$ cat src/rtl/imem_bootloader_if.sv
// Byte-stream input and IMEM write / core-control outputs of the bootloader.
// The master side feeds UART bytes; the slave side is the bootloader itself.
interface imem_bootloader_if;
    logic [7:0]  rx_data;
    logic        rx_valid;
    logic        imem_write_en;
    logic [31:0] imem_write_data;
    logic [5:0]  imem_write_addr;
    logic        core_start;
    logic        loading;
    logic        load_error;

    modport master (
        output rx_data, rx_valid,
        input  imem_write_en, imem_write_data, imem_write_addr,
        input  core_start, loading, load_error
    );

    modport slave (
        input  rx_data, rx_valid,
        output imem_write_en, imem_write_data, imem_write_addr,
        output core_start, loading, load_error
    );
endinterface

$ cat src/rtl/imem_bootloader.sv
// UART-framed IMEM loader: A5, N, 4*N little-endian payload bytes, XOR checksum,
// then a one-cycle core_start pulse. An inter-byte idle timeout aborts a frame.
//
// state | meaning
// IDLE  | waiting for sync byte 0xA5
// COUNT | waiting for word count N (1..64)
// DATA  | assembling payload words and writing them to IMEM
// CHECK | waiting for checksum byte
// START | one-cycle core_start pulse
module imem_bootloader #(
    parameter int TIMEOUT_CYCLES = 100000
) (
    input  logic               clk,
    input  logic               rst,
    imem_bootloader_if.slave   bus
);
    localparam int TW = $clog2(TIMEOUT_CYCLES + 1);
    localparam logic [TW-1:0] TMR_RELOAD = TW'(TIMEOUT_CYCLES - 1);

    typedef enum logic [2:0] {IDLE, COUNT, DATA, CHECK, START} state_t;

    state_t        state;
    logic [6:0]    word_cnt;
    logic [5:0]    word_idx;
    logic [1:0]    byte_idx;
    logic [23:0]   asm_word;
    logic [7:0]    csum;
    logic [TW-1:0] idle_tmr;
    logic          in_frame;
    logic          timeout;

    // Down-counter reloaded on every byte; terminal count means TIMEOUT_CYCLES idle cycles elapsed.
    assign in_frame = (state == COUNT) || (state == DATA) || (state == CHECK);
    assign timeout  = in_frame && !bus.rx_valid && (idle_tmr == '0);

    always_ff @(posedge clk) begin
        if (rst) begin
            state               <= IDLE;
            word_cnt            <= '0;
            word_idx            <= '0;
            byte_idx            <= '0;
            asm_word            <= '0;
            csum                <= '0;
            idle_tmr            <= '0;
            bus.imem_write_en   <= 1'b0;
            bus.imem_write_data <= '0;
            bus.imem_write_addr <= '0;
            bus.core_start      <= 1'b0;
            bus.loading         <= 1'b0;
            bus.load_error      <= 1'b0;
        end else begin
            bus.imem_write_en <= 1'b0;
            bus.core_start    <= 1'b0;

            if (bus.rx_valid)
                idle_tmr <= TMR_RELOAD;
            else if (in_frame && idle_tmr != '0)
                idle_tmr <= idle_tmr - 1'b1;

            case (state)
                IDLE: begin
                    if (bus.rx_valid && bus.rx_data == 8'hA5) begin
                        state          <= COUNT;
                        bus.loading    <= 1'b1;
                        bus.load_error <= 1'b0;
                    end
                end
                COUNT: begin
                    if (bus.rx_valid) begin
                        if (bus.rx_data == 8'd0 || bus.rx_data > 8'd64) begin
                            state          <= IDLE;
                            bus.loading    <= 1'b0;
                            bus.load_error <= 1'b1;
                        end else begin
                            word_cnt <= bus.rx_data[6:0];
                            csum     <= bus.rx_data;
                            word_idx <= '0;
                            byte_idx <= '0;
                            state    <= DATA;
                        end
                    end
                end
                DATA: begin
                    if (bus.rx_valid) begin
                        csum     <= csum ^ bus.rx_data;
                        byte_idx <= byte_idx + 2'd1;
                        case (byte_idx)
                            2'd0: asm_word[7:0]   <= bus.rx_data;
                            2'd1: asm_word[15:8]  <= bus.rx_data;
                            2'd2: asm_word[23:16] <= bus.rx_data;
                            default: begin
                                bus.imem_write_en   <= 1'b1;
                                bus.imem_write_data <= {bus.rx_data, asm_word};
                                bus.imem_write_addr <= word_idx;
                                // Hold the index on the last word so it cannot wrap past 63.
                                if ({1'b0, word_idx} == word_cnt - 7'd1)
                                    state <= CHECK;
                                else
                                    word_idx <= word_idx + 6'd1;
                            end
                        endcase
                    end
                end
                CHECK: begin
                    if (bus.rx_valid) begin
                        if (bus.rx_data == csum) begin
                            state          <= START;
                            bus.core_start <= 1'b1;
                        end else begin
                            state          <= IDLE;
                            bus.loading    <= 1'b0;
                            bus.load_error <= 1'b1;
                        end
                    end
                end
                START: begin
                    state       <= IDLE;
                    bus.loading <= 1'b0;
                end
                default: state <= IDLE;
            endcase

            // Timeout only fires on a cycle without rx_valid, so a late byte always wins.
            if (timeout) begin
                state          <= IDLE;
                bus.loading    <= 1'b0;
                bus.load_error <= 1'b1;
            end
        end
    end
endmodule
$ cat src/flat_wrapper.sv
// flat-port wrapper written by rule: the top's interface ports become plain ports
module imem_bootloader_flat 
#(
    parameter int TIMEOUT_CYCLES = 100000
)
  (clk, rst, bus_rx_data, bus_rx_valid, bus_imem_write_en, bus_imem_write_data, bus_imem_write_addr, bus_core_start, bus_loading, bus_load_error);
  imem_bootloader_if bus_i ();
  input  logic clk;
  input  logic rst;
  input wire logic [$bits(bus_i.rx_data)-1:0] bus_rx_data;
  input wire logic [$bits(bus_i.rx_valid)-1:0] bus_rx_valid;
  output wire logic [$bits(bus_i.imem_write_en)-1:0] bus_imem_write_en;
  output wire logic [$bits(bus_i.imem_write_data)-1:0] bus_imem_write_data;
  output wire logic [$bits(bus_i.imem_write_addr)-1:0] bus_imem_write_addr;
  output wire logic [$bits(bus_i.core_start)-1:0] bus_core_start;
  output wire logic [$bits(bus_i.loading)-1:0] bus_loading;
  output wire logic [$bits(bus_i.load_error)-1:0] bus_load_error;
  assign bus_i.rx_data = bus_rx_data;
  assign bus_i.rx_valid = bus_rx_valid;
  assign bus_imem_write_en = bus_i.imem_write_en;
  assign bus_imem_write_data = bus_i.imem_write_data;
  assign bus_imem_write_addr = bus_i.imem_write_addr;
  assign bus_core_start = bus_i.core_start;
  assign bus_loading = bus_i.loading;
  assign bus_load_error = bus_i.load_error;
  imem_bootloader #(.TIMEOUT_CYCLES(TIMEOUT_CYCLES)) u_core (.clk(clk), .rst(rst), .bus(bus_i));
endmodule
$ cat config.mk
export PLATFORM = sky130hd
export DESIGN_NAME = imem_bootloader_flat
export DESIGN_NICKNAME = d
export VERILOG_FILES = /design/src/rtl/imem_bootloader_if.sv /design/src/rtl/imem_bootloader.sv /design/src/flat_wrapper.sv
export SDC_FILE = /design/constraint.sdc
export NUM_CORES = 1
export LEC_CHECK = 0
export CAP_MARGIN = 10
export CORE_MARGIN = 2
export CORE_UTILIZATION = 50
export DETAILED_ROUTE_END_ITERATION = 12
export GPL_TIMING_DRIVEN = 1
export PLACE_DENSITY = 0.78
export SYNTH_ARGS = -nofsm -noshare
export SYNTH_HDL_FRONTEND = slang
export SYNTH_SLANG_ARGS = --single-unit
$ cat constraint.sdc
create_clock -name clk -period 2.78 [get_ports clk]
set_input_delay 0.417 -clock clk [delete_from_list [all_inputs] [get_ports clk]]
set_output_delay 0.417 -clock clk [all_outputs]
set_load 0.03 [all_outputs]
== Word-level counts from Yosys, hierarchy flattened ==
Index checks and enable logic that the tools add are counted.
Storage, ports and cells
  bits in registers: 109
  bits of input ports: 11
  output and inout bits: 42
  logic and storage cells: 123
Cells by class
  add/subtract/negate cells: 4
  $lt $le $gt $ge: 1
  equality and inequality tests: 24
  mux-type cells: 40
  bitwise operators: 6
  reduce and logical (&&, ||, !) cells: 32
Operators with widths (number)
  2-to-1 mux 17 bit: 2
  2-to-1 mux 6 bit: 5
  2-to-1 mux 8 bit: 3
  AND reduction 6 bit: 4
  2-to-1 mux 3 bit: 7
  inequality test 2 bit (second input constant): 9
  zero test 17 bit: 1
  nonzero test 17 bit: 1
  subtractor 17 x 1 -> 17 bit (second input constant): 1
  case mux 8 bit (2 select lines): 1
  AND reduction 3 bit: 5
  2-to-1 mux 1 bit: 13
  inequality test 3 x 2 -> 1 bit (second input constant): 4
  case mux 3 bit (4 select lines): 1
  case mux 6 bit (2 select lines): 1
  OR reduction 3 bit: 3
  == test 8 bit: 1
  == test 8 bit (second input constant): 1
  > comparator 8 x 7 -> 1 bit (second input constant): 1
  zero test 8 bit: 1
  2-to-1 mux 2 bit: 4
  nonzero test 4 bit: 2
  XOR 8 bit: 1
  == test 6 x 7 -> 1 bit: 1
  other kinds (22): 34

== Logic depth before layout (Yosys ltp) ==
  depth in word-level cells: 7
  depth in mapped cells: 9
  gate-level depth less buffers: 8

== Worst setup path before layout ==
OpenSTA, ideal clock, no wires.
  kind: input to register
  start: input bus_rx_data[4]
  end: register u_core.word_idx[4]
  library setup time: 0.072 ns
  arrival time: 2.113 ns
  required time: 2.708 ns
  slack: 0.595 ns
  stages on the path: 7
  path buffers: 2
  cell sequence: buf_2 or3_1 or3_4 and4b_1 buf_2 or3_1 mux2i_1
On the way
  word-level cells in the longest chain between the ends: 4
  elaborated cells on any way between the ends: 5
  classes of those cells: order compare: 1; eq/ne: 1; reduce/logical: 3
Ends and longest elaborated chain
  start, declared: RTL line flat_wrapper.sv:10  | input wire logic [$bits(bus_i.rx_data)-1:0] bus_rx_data;
  > comparator 8 x 7 -> 1 bit or zero test 8 bit (tied branches): RTL line imem_bootloader.sv:70  | if (bus.rx_data == 8'd0 || bus.rx_data > 8'd64) begin
  logical OR 1 bit (*): RTL line imem_bootloader.sv:70
  inequality test 2 bit (no line) (*)
  AND reduction 6 bit (no line) (*)
  end signal, assigned: RTL line imem_bootloader.sv:99  | word_idx <= word_idx + 6'd1;
  end, declared: RTL line imem_bootloader.sv:24  | logic [5:0] word_idx;
Mark *: on every way between the ends. The rest lies on a longest branch, timed or not.
A chain may end at the register's enable or synchronous reset.

== Final worst setup path ==
  start: register u_core.idle_tmr[5]
  end: register u_core.idle_tmr[10]
On the way
  word-level cells in the longest chain between the ends: 3
  elaborated cells on any way between the ends: 6
  classes of those cells: add/sub: 1; mux: 2; reduce/logical: 3
Ends and longest elaborated chain
  start, declared: RTL line imem_bootloader.sv:28  | logic [TW-1:0] idle_tmr;
  start signal, assigned: RTL line imem_bootloader.sv:58  | idle_tmr <= idle_tmr - 1'b1;
  subtractor 17 x 1 -> 17 bit or nonzero test 17 bit (tied branches): RTL line imem_bootloader.sv:58, imem_bootloader.sv:57
  2-to-1 mux 17 bit or logical AND 1 bit (tied branches): RTL line imem_bootloader.sv:57  | else if (in_frame && idle_tmr != '0)
  2-to-1 mux 17 bit or nonzero test 2 bit (tied branches)
Several ways; a longest one is shown, not always the timed one. The select of a mux whose other input is x is not followed.

==> results.sh <==
export IMPL_port_buffer_count=52
export IMPL_drc=0
export IMPL_die_area_um2=10300
export IMPL_worstPathMaxFanout=9
export IMPL_synth_area_leaders="dfxtp_1 46%, nand2_1 12%, a21oi_1 9.6%, nand3_1 4.1%, xnor2_1 3.3%"
export IMPL_max_freq_mhz=421
export IMPL_stdcell_count=769
export IMPL_synth_top_cell_area_share_pct=45.9
export IMPL_slew_headroom_pct=41.9
export IMPL_synth_warnings=0
export IMPL_required_ns=3.00
export IMPL_holdCritStartpoint="u_core.bus.imem_write_data[6]"
export IMPL_postRouteAntennaNets=0
export IMPL_track_usage_pct=21.9
export IMPL_insertedDiodeCount=0
export IMPL_drtPass1Iterations=5
export IMPL_pwr_density_cell_nw_per_um2=467
export IMPL_clk_pin_slew_ns=0.11
export IMPL_async_flop_share_pct=0
export IMPL_die_x_um=102
export IMPL_cts_tree="yes"
export IMPL_crit_top_cell="nor4_1"
export IMPL_fin_ws_ns=0.407
export IMPL_setup_violations=0
export IMPL_synth_top_flop_cell="dfxtp_1"
export IMPL_grt_overflow=0
export IMPL_wl_per_cell_um=14.0
export IMPL_r2r_start="u_core.idle_tmr[5]"
export IMPL_peakVddDrop_v=0.000255
export IMPL_postPlaceCellArea_um2=5420
export IMPL_syn_nets=617
export IMPL_ctsHoldBuffers=0
export IMPL_design_area_um2=5600
export IMPL_grt_max_degree=55
export IMPL_synth_seq_cells=109
export IMPL_fillerInstances=809
export IMPL_cts_resized=0
export IMPL_start_util_pct=51.5
export IMPL_ys_types=42
export IMPL_finalHoldViolations=0
export IMPL_route_vias_total=4160
export IMPL_clkLatencyLatePin_ns=0.38
export IMPL_place_congestion=0.897
export IMPL_clockRootBuffer="clkbuf_8"
export IMPL_period_needed_ns=2.37
export IMPL_finClkSkew_ns=0.0147
export IMPL_critPathArrivalTime_ns=2.59
export IMPL_die_height_um=102
export IMPL_core_um2=9240
export IMPL_first_iter_violations=184
export IMPL_cts_made_buffers=9
export IMPL_crit_path_start="u_core.idle_tmr[5]"
export IMPL_cp_slowest_cell="or4_1"
export IMPL_yosysMostFrequentCell="nand2_1"
export IMPL_maxCapViolCount=0
export IMPL_antenna_found_initial=0
export IMPL_setup_tns_final_ns=0
export IMPL_fin_crit_sh_pct=85.3
export IMPL_synth_commonest_cells="146 x nand2_1, 109 x dfxtp_1, 91 x a21oi_1"
export IMPL_worstSetupEndpointType="flop"
export IMPL_clockBufferDepth=2
export IMPL_cts_sinks=109
export IMPL_syn_area_um2=4760
export IMPL_pin_count=53
export IMPL_synth_cells=598
export IMPL_p_leak_nw=1.89
export IMPL_path_class="reg -> reg"
export IMPL_dp_cells=753
export IMPL_grt_setup_unrepaired="no"
export IMPL_rows=35
export IMPL_synth_avg_cell_area_um2=7.95
export IMPL_status="finished, final reports clean"
export IMPL_h_tree_depth=3
export IMPL_post_place_ws_ns=0.207
export IMPL_cts_setup_buffers=0
export IMPL_drv_slew=0
export IMPL_path_cells="or4_1 -> nor4_1 -> nand3b_1 -> nor4_1 -> xnor2_1 -> a21oi_1"
export IMPL_dp_hpwl_um=7540
export IMPL_grt_pass1_wl_um=18100
export IMPL_cp_slowest_stage_delay_ns=0.62
export IMPL_crit_buf_inv=0
export IMPL_via_per_inst=5.41
export IMPL_syn2layout_area_growth_pct=17.7
export IMPL_grt_pass1_vias=3946
export IMPL_yosysTopAreaCell="dfxtp_1"
export IMPL_synth_edf_count=0
export IMPL_tightestPinTransition_ns=0.872
export IMPL_yosysSeqAreaShare_pct=45.9
export IMPL_drive_gt1_share_pct=7.81
export IMPL_nets=654
export IMPL_drt_total_wl_um=10800
export IMPL_cp_start_kind="flop"
export IMPL_hold_path_class="reg -> reg"
export IMPL_cp_top_family="simple AND/OR/NAND/NOR gates"
[flip-flops by register name, summed over array words and instances, names as in the netlist]
signal,cells
u_core.bus.imem_write_data,32
u_core.asm_word,24
u_core.idle_tmr,17
u_core.csum,8
u_core.word_cnt,7
u_core.bus.imem_write_addr,6
u_core.word_idx,6
u_core.state,3
u_core.byte_idx,2
u_core.bus.core_start,1
u_core.bus.imem_write_en,1
u_core.bus.load_error,1
u_core.bus.loading,1
[layout by cell type (no fill, tap or decap), drive strengths merged, types with 2 or more instances in the layout]
master / instances
a21oi: 91
a31oi: 10
a41oi: 2
and3: 3
and4: 2
and4b: 3
buf: 20
clkbuf: 10
clkdlybuf4s50: 51
clkinv: 2
dfxtp: 109
ha: 8
inv: 13
mux2i: 5
nand2: 146
nand3: 39
nand3b: 3
nand4: 3
nor2: 22
nor3: 13
nor3b: 2
nor4: 5
o211ai: 3
o21ai: 9
o21bai: 2
or2: 4
or3: 15
or4: 5
xnor2: 18
xor2: 11
[per-layer routing]
layer	global-route usage, %	up-vias	wire length, um
met5	0	-	0
met4	8.00	0	218
met2	36.1	79	5200
li1	-	2106	-
met1	28.7	1957	5020
met3	3.80	18	323
[area by class of cell]
class	instances	area, um^2	area share (%)
flip-flops and latches	109	2180	39.0
repair buffers	71	683	12.2
inverters	10	37.5	0.670
multi-input cells	434	2350	42.0
well taps	129	161	2.88
clock inverters	6	53.8	0.961
clock buffers	10	128	2.28
[power by group]
group | leakage, nW | internal (W) | switching, W | total [W]
logic | 0.924 | 0.0000492 | 0.0000765 | 0.000126
registers | 0.881 | 0.00157 | 0.0000100 | 0.00158
clock network | 0.0894 | 0.000343 | 0.000566 | 0.000908
[worst paths after layout]
kind | end | slack (ns) | cells past startpoint
max reg2reg | u_core.idle_tmr[10] | 0.41 | 6
min | u_core.bus.imem_write_data[6] | 0.46 | 2
max | u_core.idle_tmr[10] | 0.41 | 6
min reg2reg | u_core.bus.imem_write_data[6] | 0.46 | 2
[cell families after synthesis]
group                    after synthesis  synth area share [%]
AO/OA/AOI/OAI                        123                  14.7
XOR/XNOR                              29                  5.34
adder cells (fa/ha/maj)                8                  2.10
buffers and inverters                 55                  4.73
flip-flops                           109                  45.9
multiplexers                           5                  1.05
AND/OR/NAND/NOR                      269                  26.2
[metrics by stage]
step           util (%)  hold slack, ns  power [W]
6_report           60.6           0.458    0.00262
5_1_grt            60.6           0.477    0.00271
4_1_cts            60.6           0.461    0.00262
3_5_place_dp       58.6           0.445    0.00174
3_3_place_gp       58.6           0.441    0.00174
2_1_floorplan         -           0.432    0.00169
[worst reg2reg max path, stage by stage (launching register included)]
cell	delay, ns
dfxtp_1	0.36
or4_1	0.62
nor4_1	0.53
nand3b_1	0.38
nor4_1	0.10
xnor2_1	0.15
a21oi_1	0.08
Note: power is estimated with default switching activity, not from simulation.
